===== config.mk =====
export PLATFORM = sky130hd
export DESIGN_NAME = rename_ckpt_ctrl
export DESIGN_NICKNAME = d
export VERILOG_FILES = /design/src/rtl/rename_ckpt_ctrl_pkg.sv /design/src/rtl/rename_ckpt_age_cmp.sv /design/src/rtl/rename_ckpt_ctrl.sv
export SDC_FILE = /design/constraint.sdc
export NUM_CORES = 1
export LEC_CHECK = 0
export CAP_MARGIN = 10
export CORE_MARGIN = 8
export CORE_UTILIZATION = 40
export CTS_CLUSTER_SIZE = 8
export DETAILED_ROUTE_END_ITERATION = 10
export HOLD_SLACK_MARGIN = 0.08
export PLACE_DENSITY = 0.58
export SYNTH_ARGS = -nofsm -noshare
export SYNTH_HDL_FRONTEND = slang
export SYNTH_SLANG_ARGS = --single-unit

===== constraint.sdc =====
create_clock -name clk -period 3.1 [get_ports clk]
set_clock_uncertainty 0.1 [all_clocks]
set_input_delay 0.31 -clock clk [delete_from_list [all_inputs] [get_ports clk]]
set_output_delay 0.31 -clock clk [all_outputs]
set_load 0.02 [all_outputs]

===== src/rtl/rename_ckpt_ctrl_pkg.sv =====
// Shared rename-stage definitions: register-file geometry, checkpoint
// tag / free-list pointer types, checkpoint entry layout and the
// recovery sequencer state encoding.
package rename_ckpt_ctrl_pkg;

   localparam int unsigned NUM_PREGS    = 128;
   localparam int unsigned NUM_AREGS    = 32;
   // Physical registers below START_PREG hold the initial architectural map.
   localparam int unsigned START_PREG   = NUM_AREGS;

   localparam int unsigned NUM_CKPT_DEF = 4;
   localparam int unsigned CKPT_W_DEF   = $clog2(NUM_CKPT_DEF);
   // Free list covers P32..P127 (96 entries).
   localparam int unsigned FL_PTR_W_DEF = $clog2(NUM_PREGS - START_PREG);

   typedef logic [CKPT_W_DEF-1:0]   ckpt_tag_t;
   typedef logic [FL_PTR_W_DEF-1:0] fl_ptr_t;

   typedef struct packed {
      logic    valid;
      logic    resolved;
      fl_ptr_t fl_ptr;
   } ckpt_entry_t;

   typedef enum logic [1:0] {
      IDLE,
      RESTORE,
      DRAIN
   } rcv_state_t;

endpackage


===== src/rtl/rename_ckpt_age_cmp.sv =====
// Combinational checkpoint age comparator.
//   head    : tag of the oldest live checkpoint
//   a, b    : tags to compare
//   a_older : a sits strictly closer to head than b (modulo the ring size)
module rename_ckpt_age_cmp #(
   parameter int unsigned CKPT_W = 2
) (
   input  logic [CKPT_W-1:0] head,
   input  logic [CKPT_W-1:0] a,
   input  logic [CKPT_W-1:0] b,
   output logic              a_older
);

   logic [CKPT_W-1:0] rel_a;
   logic [CKPT_W-1:0] rel_b;

   always_comb begin
      rel_a   = a - head;
      rel_b   = b - head;
      a_older = rel_a < rel_b;
   end

endmodule


===== src/rtl/rename_ckpt_ctrl.sv =====
// Branch checkpoint controller for the rename stage.
// Hands out checkpoint tags as rename fires branches, keeps the free-list
// read pointer per checkpoint, retires correctly predicted checkpoints in
// order and sequences restore/flush/stall on a mispredict.
// Ports:
//   clk, rst                    clock, async active-high reset
//   alloc_req/ready/tag         checkpoint allocation handshake
//   fl_rd_ptr                   free-list read pointer captured on alloc
//   save_valid/save_tag         map-table snapshot command (same cycle as alloc)
//   resolve_valid/tag/mispredict branch resolution
//   restore_valid/tag/fl_ptr    one-cycle map-table / free-list restore command
//   flush                       pipeline flush, coincident with restore_valid
//   rename_stall                rename must not fire
//   ckpt_count                  number of live checkpoints
module rename_ckpt_ctrl
   import rename_ckpt_ctrl_pkg::*;
#(
   parameter int unsigned NUM_CKPT       = NUM_CKPT_DEF,
   parameter int unsigned CKPT_W         = $clog2(NUM_CKPT),
   parameter int unsigned FL_PTR_W       = FL_PTR_W_DEF,
   parameter int unsigned RESTORE_CYCLES = 2
) (
   input  logic                clk,
   input  logic                rst,
   input  logic                alloc_req,
   output logic                alloc_ready,
   output logic [CKPT_W-1:0]   alloc_tag,
   input  logic [FL_PTR_W-1:0] fl_rd_ptr,
   output logic                save_valid,
   output logic [CKPT_W-1:0]   save_tag,
   input  logic                resolve_valid,
   input  logic [CKPT_W-1:0]   resolve_tag,
   input  logic                resolve_mispredict,
   output logic                restore_valid,
   output logic [CKPT_W-1:0]   restore_tag,
   output logic [FL_PTR_W-1:0] restore_fl_ptr,
   output logic                flush,
   output logic                rename_stall,
   output logic [CKPT_W:0]     ckpt_count
);

   localparam int unsigned       DRAIN_W    = (RESTORE_CYCLES > 1) ? $clog2(RESTORE_CYCLES) : 1;
   localparam logic [DRAIN_W-1:0] DRAIN_LAST = DRAIN_W'(RESTORE_CYCLES - 1);
   localparam logic [DRAIN_W-1:0] DRAIN_ONE  = DRAIN_W'(1);
   localparam logic [CKPT_W:0]    PTR_ONE    = (CKPT_W+1)'(1);
   localparam logic [CKPT_W:0]    PTR_FULL   = (CKPT_W+1)'(NUM_CKPT);

   rcv_state_t            state_q, state_d;
   logic [DRAIN_W-1:0]    drain_q, drain_d;
   logic [CKPT_W:0]       head_q, tail_q, head_d, tail_d, count;
   logic [NUM_CKPT-1:0]   valid_q, resolved_q, squash;
   logic [FL_PTR_W-1:0]   fl_q [NUM_CKPT];
   logic [CKPT_W-1:0]     cur_tag_q;
   logic [FL_PTR_W-1:0]   cur_fl_q;
   logic [CKPT_W-1:0]     head_lo, tail_lo, mp_pos, rel;
   logic                  full, in_range, older_than_cur, tag_live;
   logic                  mp_req, mp_accept, cr_accept, alloc_fire, retire;

   assign count   = tail_q - head_q;
   assign full    = (count == PTR_FULL);
   assign head_lo = head_q[CKPT_W-1:0];
   assign tail_lo = tail_q[CKPT_W-1:0];

   // Liveness: resolve_tag lies between head and tail.
   rename_ckpt_age_cmp #(.CKPT_W(CKPT_W)) u_live_cmp (
      .head    (head_lo),
      .a       (resolve_tag),
      .b       (tail_lo),
      .a_older (in_range)
   );

   // Priority: a mispredict during recovery must be older than the one in flight.
   rename_ckpt_age_cmp #(.CKPT_W(CKPT_W)) u_prio_cmp (
      .head    (head_lo),
      .a       (resolve_tag),
      .b       (cur_tag_q),
      .a_older (older_than_cur)
   );

   assign tag_live   = valid_q[resolve_tag] && (full || in_range);
   assign mp_req     = resolve_valid && resolve_mispredict && tag_live;
   assign mp_accept  = mp_req && ((state_q == IDLE) || older_than_cur);
   assign cr_accept  = resolve_valid && !resolve_mispredict && tag_live;

   assign alloc_ready = (state_q == IDLE) && !full && !mp_req;
   assign alloc_fire  = alloc_req && alloc_ready;
   assign alloc_tag   = tail_lo;
   assign save_valid  = alloc_fire;
   assign save_tag    = tail_lo;

   // A correct resolve on the head retires it in the same cycle; a mispredict
   // on the head tag blocks its retirement so the restore sees it.
   assign retire = valid_q[head_lo]
                && (resolved_q[head_lo] || (cr_accept && (resolve_tag == head_lo)))
                && !(mp_accept && (resolve_tag == head_lo));

   assign mp_pos = resolve_tag - head_lo;

   always_comb begin
      squash = '0;
      rel    = '0;
      for (int unsigned i = 0; i < NUM_CKPT; i++) begin
         rel       = CKPT_W'(i) - head_lo;
         squash[i] = mp_accept && (rel >= mp_pos);
      end
   end

   always_comb begin
      head_d = retire ? (head_q + PTR_ONE) : head_q;
      tail_d = tail_q;
      if (mp_accept) begin
         tail_d = head_q + {1'b0, mp_pos};
      end else if (alloc_fire) begin
         tail_d = tail_q + PTR_ONE;
      end
   end

   always_comb begin
      state_d = state_q;
      drain_d = drain_q;
      case (state_q)
         IDLE: begin
            if (mp_accept) state_d = RESTORE;
         end
         RESTORE: begin
            drain_d = '0;
            state_d = mp_accept ? RESTORE : DRAIN;
         end
         DRAIN: begin
            if (mp_accept) begin
               state_d = RESTORE;
            end else if (drain_q == DRAIN_LAST) begin
               state_d = IDLE;
            end else begin
               drain_d = drain_q + DRAIN_ONE;
            end
         end
         default: state_d = IDLE;
      endcase
   end

   always_ff @(posedge clk or posedge rst) begin
      if (rst) begin
         state_q    <= IDLE;
         drain_q    <= '0;
         head_q     <= '0;
         tail_q     <= '0;
         valid_q    <= '0;
         resolved_q <= '0;
         cur_tag_q  <= '0;
         cur_fl_q   <= '0;
         for (int unsigned i = 0; i < NUM_CKPT; i++) begin
            fl_q[i] <= '0;
         end
      end else begin
         state_q <= state_d;
         drain_q <= drain_d;
         head_q  <= head_d;
         tail_q  <= tail_d;
         if (mp_accept) begin
            cur_tag_q <= resolve_tag;
            cur_fl_q  <= fl_q[resolve_tag];
         end
         for (int unsigned i = 0; i < NUM_CKPT; i++) begin
            if (cr_accept && (resolve_tag == CKPT_W'(i))) begin
               resolved_q[i] <= 1'b1;
            end
            if ((retire && (head_lo == CKPT_W'(i))) || squash[i]) begin
               valid_q[i]    <= 1'b0;
               resolved_q[i] <= 1'b0;
            end
            if (alloc_fire && (tail_lo == CKPT_W'(i))) begin
               valid_q[i]    <= 1'b1;
               resolved_q[i] <= 1'b0;
               fl_q[i]       <= fl_rd_ptr;
            end
         end
      end
   end

   assign restore_valid  = (state_q == RESTORE);
   assign flush          = (state_q == RESTORE);
   assign restore_tag    = cur_tag_q;
   assign restore_fl_ptr = cur_fl_q;
   assign rename_stall   = (state_q != IDLE);
   assign ckpt_count     = count;

endmodule


==> results by stage <==
Status:
- The run finished with clean final reports.

Detailed routing:
- The remaining antenna violation count is 0.
- The total routed wire length on the met1 layer is 3100 um.
- The initial detailed-routing violation count is 57.
- The DRC violation count after routing is 0.
- The sum of met3 wire segment lengths after detailed routing is 267 um.
- The via count normalized by instance count is 4.99.
- The final route contains around 2100 vias.
- In the final routed layout, each cell accounts on average for 15.9 um.
- After detailed routing, the met2 layer carries 3240 um of wire.
- The number of detailed-route iterations in the first pass is 4.
- After detailed routing, no signal wire sits above met4.
- Summed over all layers, the routed wires come to approximately 6700 um.

STA:
- The pin slew with the least headroom to its limit is 0.588 ns.
- The slack of the critical path is about 0.11 ns.
- The final critical path takes up 96.6% of the cycle.
- The final number of max-transition violations is 0.
- Headroom to the max-slew limit came out at 60.8%.
- The tightest hold margin is about 0.28 ns.
- Setup repair after global routing left no endpoint under its margin.
- Subtracting the final worst setup slack from the clock period gives 2.99 ns.
- The achievable clock frequency is 0.334 GHz.
- Setup violations remaining at the end of the flow were counted as 0.
- The number of hold-slack violations in the final timing report is 0.

Floorplanning:
- The number of placed I/O pins is 35.
- In this run the core area contains 32 standard-cell rows.
- The die outline height is 103 um.
- The floorplan step set the die width to around 100 um.
- The core outline area is between 7000 and 8000 um^2.
- The initial standard-cell utilization of the core is 40.4%.
- The floorplan step defined a die boundary enclosing 10700 um^2.

Worst setup path:
- The worst setup path is launched from a flop.
- For this run, the slowest stage of the critical path takes around 0.57 ns.
- The critical path in this run is classified as reg2reg.
- The number of buffers and inverters on the critical path is 3.
- The most numerous cell type found on the critical path is ha_4.
- The endpoint of the most critical register-to-register path is valid_q[3]$_DFFE_PP0P_.
- The reg-to-reg critical path startpoint is head_q[0]$_DFFE_PP0P_.
- Data on the critical path arrives at its endpoint at 3.11 ns.
- The slowest library cell on the worst path is fa_1.
- Along the worst path, the maximum fanout reaches 4.
- The critical path endpoint is valid_q[3]$_DFFE_PP0P_.
- The slack of the worst reg-to-reg path is 0.11 ns.
- In this design, the largest share of critical-path delay is due to adder cells.
- The endpoint required time on the critical path is 3.22 ns.
- The signal on the critical path passes through ha_4 -> fa_1 -> inv_2 -> ha_4 -> a21oi_4 -> or2_0 -> buf_4 -> a41oi_4 -> buf_6 -> and4b_2 -> o31ai_2.
- The worst setup path startpoint is head_q[0]$_DFFE_PP0P_.
- The kind of capture point of the worst setup path is a flop.
- The count of cells along the worst register-to-register path is 11.
- The cell depth of the worst setup path is 11.

GRT:
- The first global-routing pass estimated 11300 um of wire.
- The sum of overflow across all layers after global routing is 0.
- Entering global routing, the biggest net connects 30 pins.
- The initial antenna violation count is 0.
- The total global-route track usage is around 14%.
- The number of global-route vias before repair is 2165.

Yosys:
- The number of distinct library cells after synthesis is 47.
- After synthesis, the largest family of logic cells by area is multiplexers.
- For this run, the register share of the synthesized area comes to around 44%.
- The adder-cell share of the synthesized area is 9.89%.
- The post-synthesis instance area is about 3100 um^2.
- Summing the areas of all and, or, nand and nor instances in the mapped netlist gives roughly a tenth of the synthesized area.
- The post-synthesis mux area share is 18.2%.
- The number of nets in the synthesized netlist is 289.
- The post-synthesis instance total is 254.
- For this run, the number of Yosys warnings is 0.
- The post-synthesis share of cell area spent on xor and xnor gates is under 10%.
- Synthesis inferred 54 register bits.
- Each instance of the synthesized netlist takes up on average about 12 um^2.
- Summing the areas of all compound-gate instances in the mapped netlist gives 9.40% of the synthesized area.

Place:
- The weighted congestion at the end of routability-driven global placement is just over 0.8.
- The estimated wirelength of the detail-placed design is 4990 um.
- The placed instances occupy a cell area of 3790 um^2.
- The worst slack after detailed placement is -0.337 ns.
- The number of placed instances, taps included, is 408.
- The number of I/O port buffers is 34.

Power:
- For this design the static power due to leakage is 0.00177 uW.
- The analysis attributes to net switching a power of a little under 2000 uW.
- Registers are responsible for between 20% and 30% of the overall power.
- The power share of the clock group is a little under 9%.
- The total internal power is between 2000 and 3000 uW.
- The fraction of power spent switching nets is 39.7%.
- The share of total power in combinational logic is 65.1%.
- The total power divided by cell area is 1240 nW/um^2.
- Across the VDD grid, the largest voltage drop is between 0.0003 and 0.0004 V.

Finish:
- The number of inserted diodes is 0.
- Once layout is complete, the utilization of the core stands at 52.0%.
- The layout overhead on the synthesized area is 28.5%.
- The post-route cell area is 3930 um^2.
- The count of non-filler cells in the finished layout is about 420.
- The ratio of cells with drive above 1 in the final layout is 33.2%.
- For this run, the post-layout net count is between 300 and 400.

CTS:
- The number of hold-repair buffers added at the cts stage is 0.
- For this design, the sink count on the clock tree is 54.
- The clock tree from TritonCTS is done.
- The clock tree synthesis step divided the H-tree into 2 levels.
- The maximum number of buffers from clock root to sink is 2.
- The later pin in the worst-skew pair is clocked with a latency of 0.31 ns.
- The clock-pin slew on the worst setup and hold paths is 0.10 ns.
- The clock tree root buffer cell is clkbuf_8.
- TritonCTS created 5 clock buffers.

Hold path:
- The path type of the worst min-delay path is in2async.

Job:
- The total of max-cap violations is 0.
[power by group through the flow]
stage               Sequential (uW)  Clock, uW  Combinational (uW)
finish                         1270        428                3170
global route                   1330        469                3490
CTS                            1270        444                3150
detailed placement             1290          0                3130
global placement               1280          0                3100
floorplan                      1300          0                1970
[per-layer routing]
| metal | vias to the layer above | GRT usage [%] |
|---|---|---|
| met1 | 1047 | 19.0 |
| met3 | 2 | 2.28 |
| met2 | 27 | 22.3 |
| met5 | - | 0 |
| met4 | 0 | 3.34 |
| li1 | 1010 | - |
[worst min-delay path by stage]
| stage | from | to | slack, ns |
|---|---|---|---|
| detailed placement | restore_fl_ptr[0]$_DFFE_PP0P_ | restore_fl_ptr[0]$_DFFE_PP0P_ | 0.36 |
| global placement | restore_fl_ptr[0]$_DFFE_PP0P_ | restore_fl_ptr[0]$_DFFE_PP0P_ | 0.36 |
| finish | rst | fl_q[14]$_DFFE_PP0P_ | 0.28 |
| global route | rst | fl_q[21]$_DFFE_PP0P_ | 0.33 |
| CTS | rst | fl_q[14]$_DFFE_PP0P_ | 0.30 |
| floorplan | fl_rd_ptr[0] | fl_q[14]$_DFFE_PP0P_ | 0.36 |
[final cells by class]
class	count	area, um^2
repair buffers	67	651
clock buffers	6	82.6
well taps	102	128
flip-flops and latches	54	1350
inverters	19	71.3
multi-input cells	168	1630
fillers	664	3630
clock inverters	2	16.3
[registers in the layout, summed over array words and instances, names as in the netlist]
| name | count |
|---|---|
| fl_q | 28 |
| drain_q | 1 |
| restore_fl_ptr | 7 |
| head_q | 3 |
| resolved_q | 4 |
| valid_q | 4 |
| tail_q | 3 |
| state_q | 2 |
| restore_tag | 2 |
[placed cells by master, fill, tap and decap left out, types with 3 or more instances in the layout]
cell,synthesis,final
mux2i_1,4,4
ha_1,17,15
mux4_2,9,9
clkdlybuf4s50_1,0,31
a21oi_1,7,6
clkbuf_8,0,6
nor2_1,10,10
and4b_2,3,3
inv_2,0,3
buf_12,0,4
dfrtp_1,54,52
and2_1,5,4
buf_4,7,27
o21ai_0,8,7
mux2_4,0,7
mux2_2,28,21
fa_1,4,4
nand2_1,28,28
a31oi_1,3,3
xnor2_1,6,6
inv_1,19,16
[cell usage after synthesis (all sizes together)]
library cell  count  area (um^2)
o211ai            2         15.0
xor3              1         23.8
nor2             10         37.5
o21bai            1         7.51
nor4              1         6.26
a41o              2         22.5
maj3              1         10.0
nand2b            1         6.26
mux2             28          315
a211oi            1         7.51
a221o             1         10.0
mux2i             4         40.0
ha               17          213
a21oi             7         35.0
a2111oi           2         55.1
fa                4         80.1
dfrtp            54         1350
a31oi             3         18.8
nor3b             1         7.51
or2               2         12.5
nand2            30          118
nor2b             2         12.5
and4b             3         33.8
and2              5         31.3
mux4              9          203
o22ai             3         18.8
and3              2         18.8
nand3b            1         7.51
buf              11         77.6
a21o              1         7.51
a41oi             1         27.5
o21ai             9         45.0
inv              19         71.3
and3b             1         8.76
o211a             1         10.0
clkbuf            2         7.51
xnor2             6         52.6
nand3             2         10.0
o31ai             1         7.51
xor2              2         17.5
[per-stage QoR]
| stage | power [uW] | TNS (ns) |
|---|---|---|
| 2_1_floorplan | 3270 | -1.97 |
| 3_3_place_gp | 4380 | -13.40 |
| 3_5_place_dp | 4420 | -13.61 |
| 4_1_cts | 4870 | 0 |
| 5_1_grt | 5290 | 0 |
| 6_report | 4870 | 0 |
[cells by family (layout without fill, tap and decap cells)]
family,after synthesis,after routing
fa+ha+maj,22,22
buf+inv,32,94
simple gates,61,61
flops,54,54
compound gates,35,35
xor+xnor,9,9
mux,41,41
[what timing repair did]
item / in CTS / in global routing
gates cloned: 0 / 0
setup endpoints to repair: 10 / 35
buffers inserted: 0 / 3
resized for setup: 8 / 7
pin swaps: 1 / 11
No activity file was read; power rests on OpenSTA's default activity.
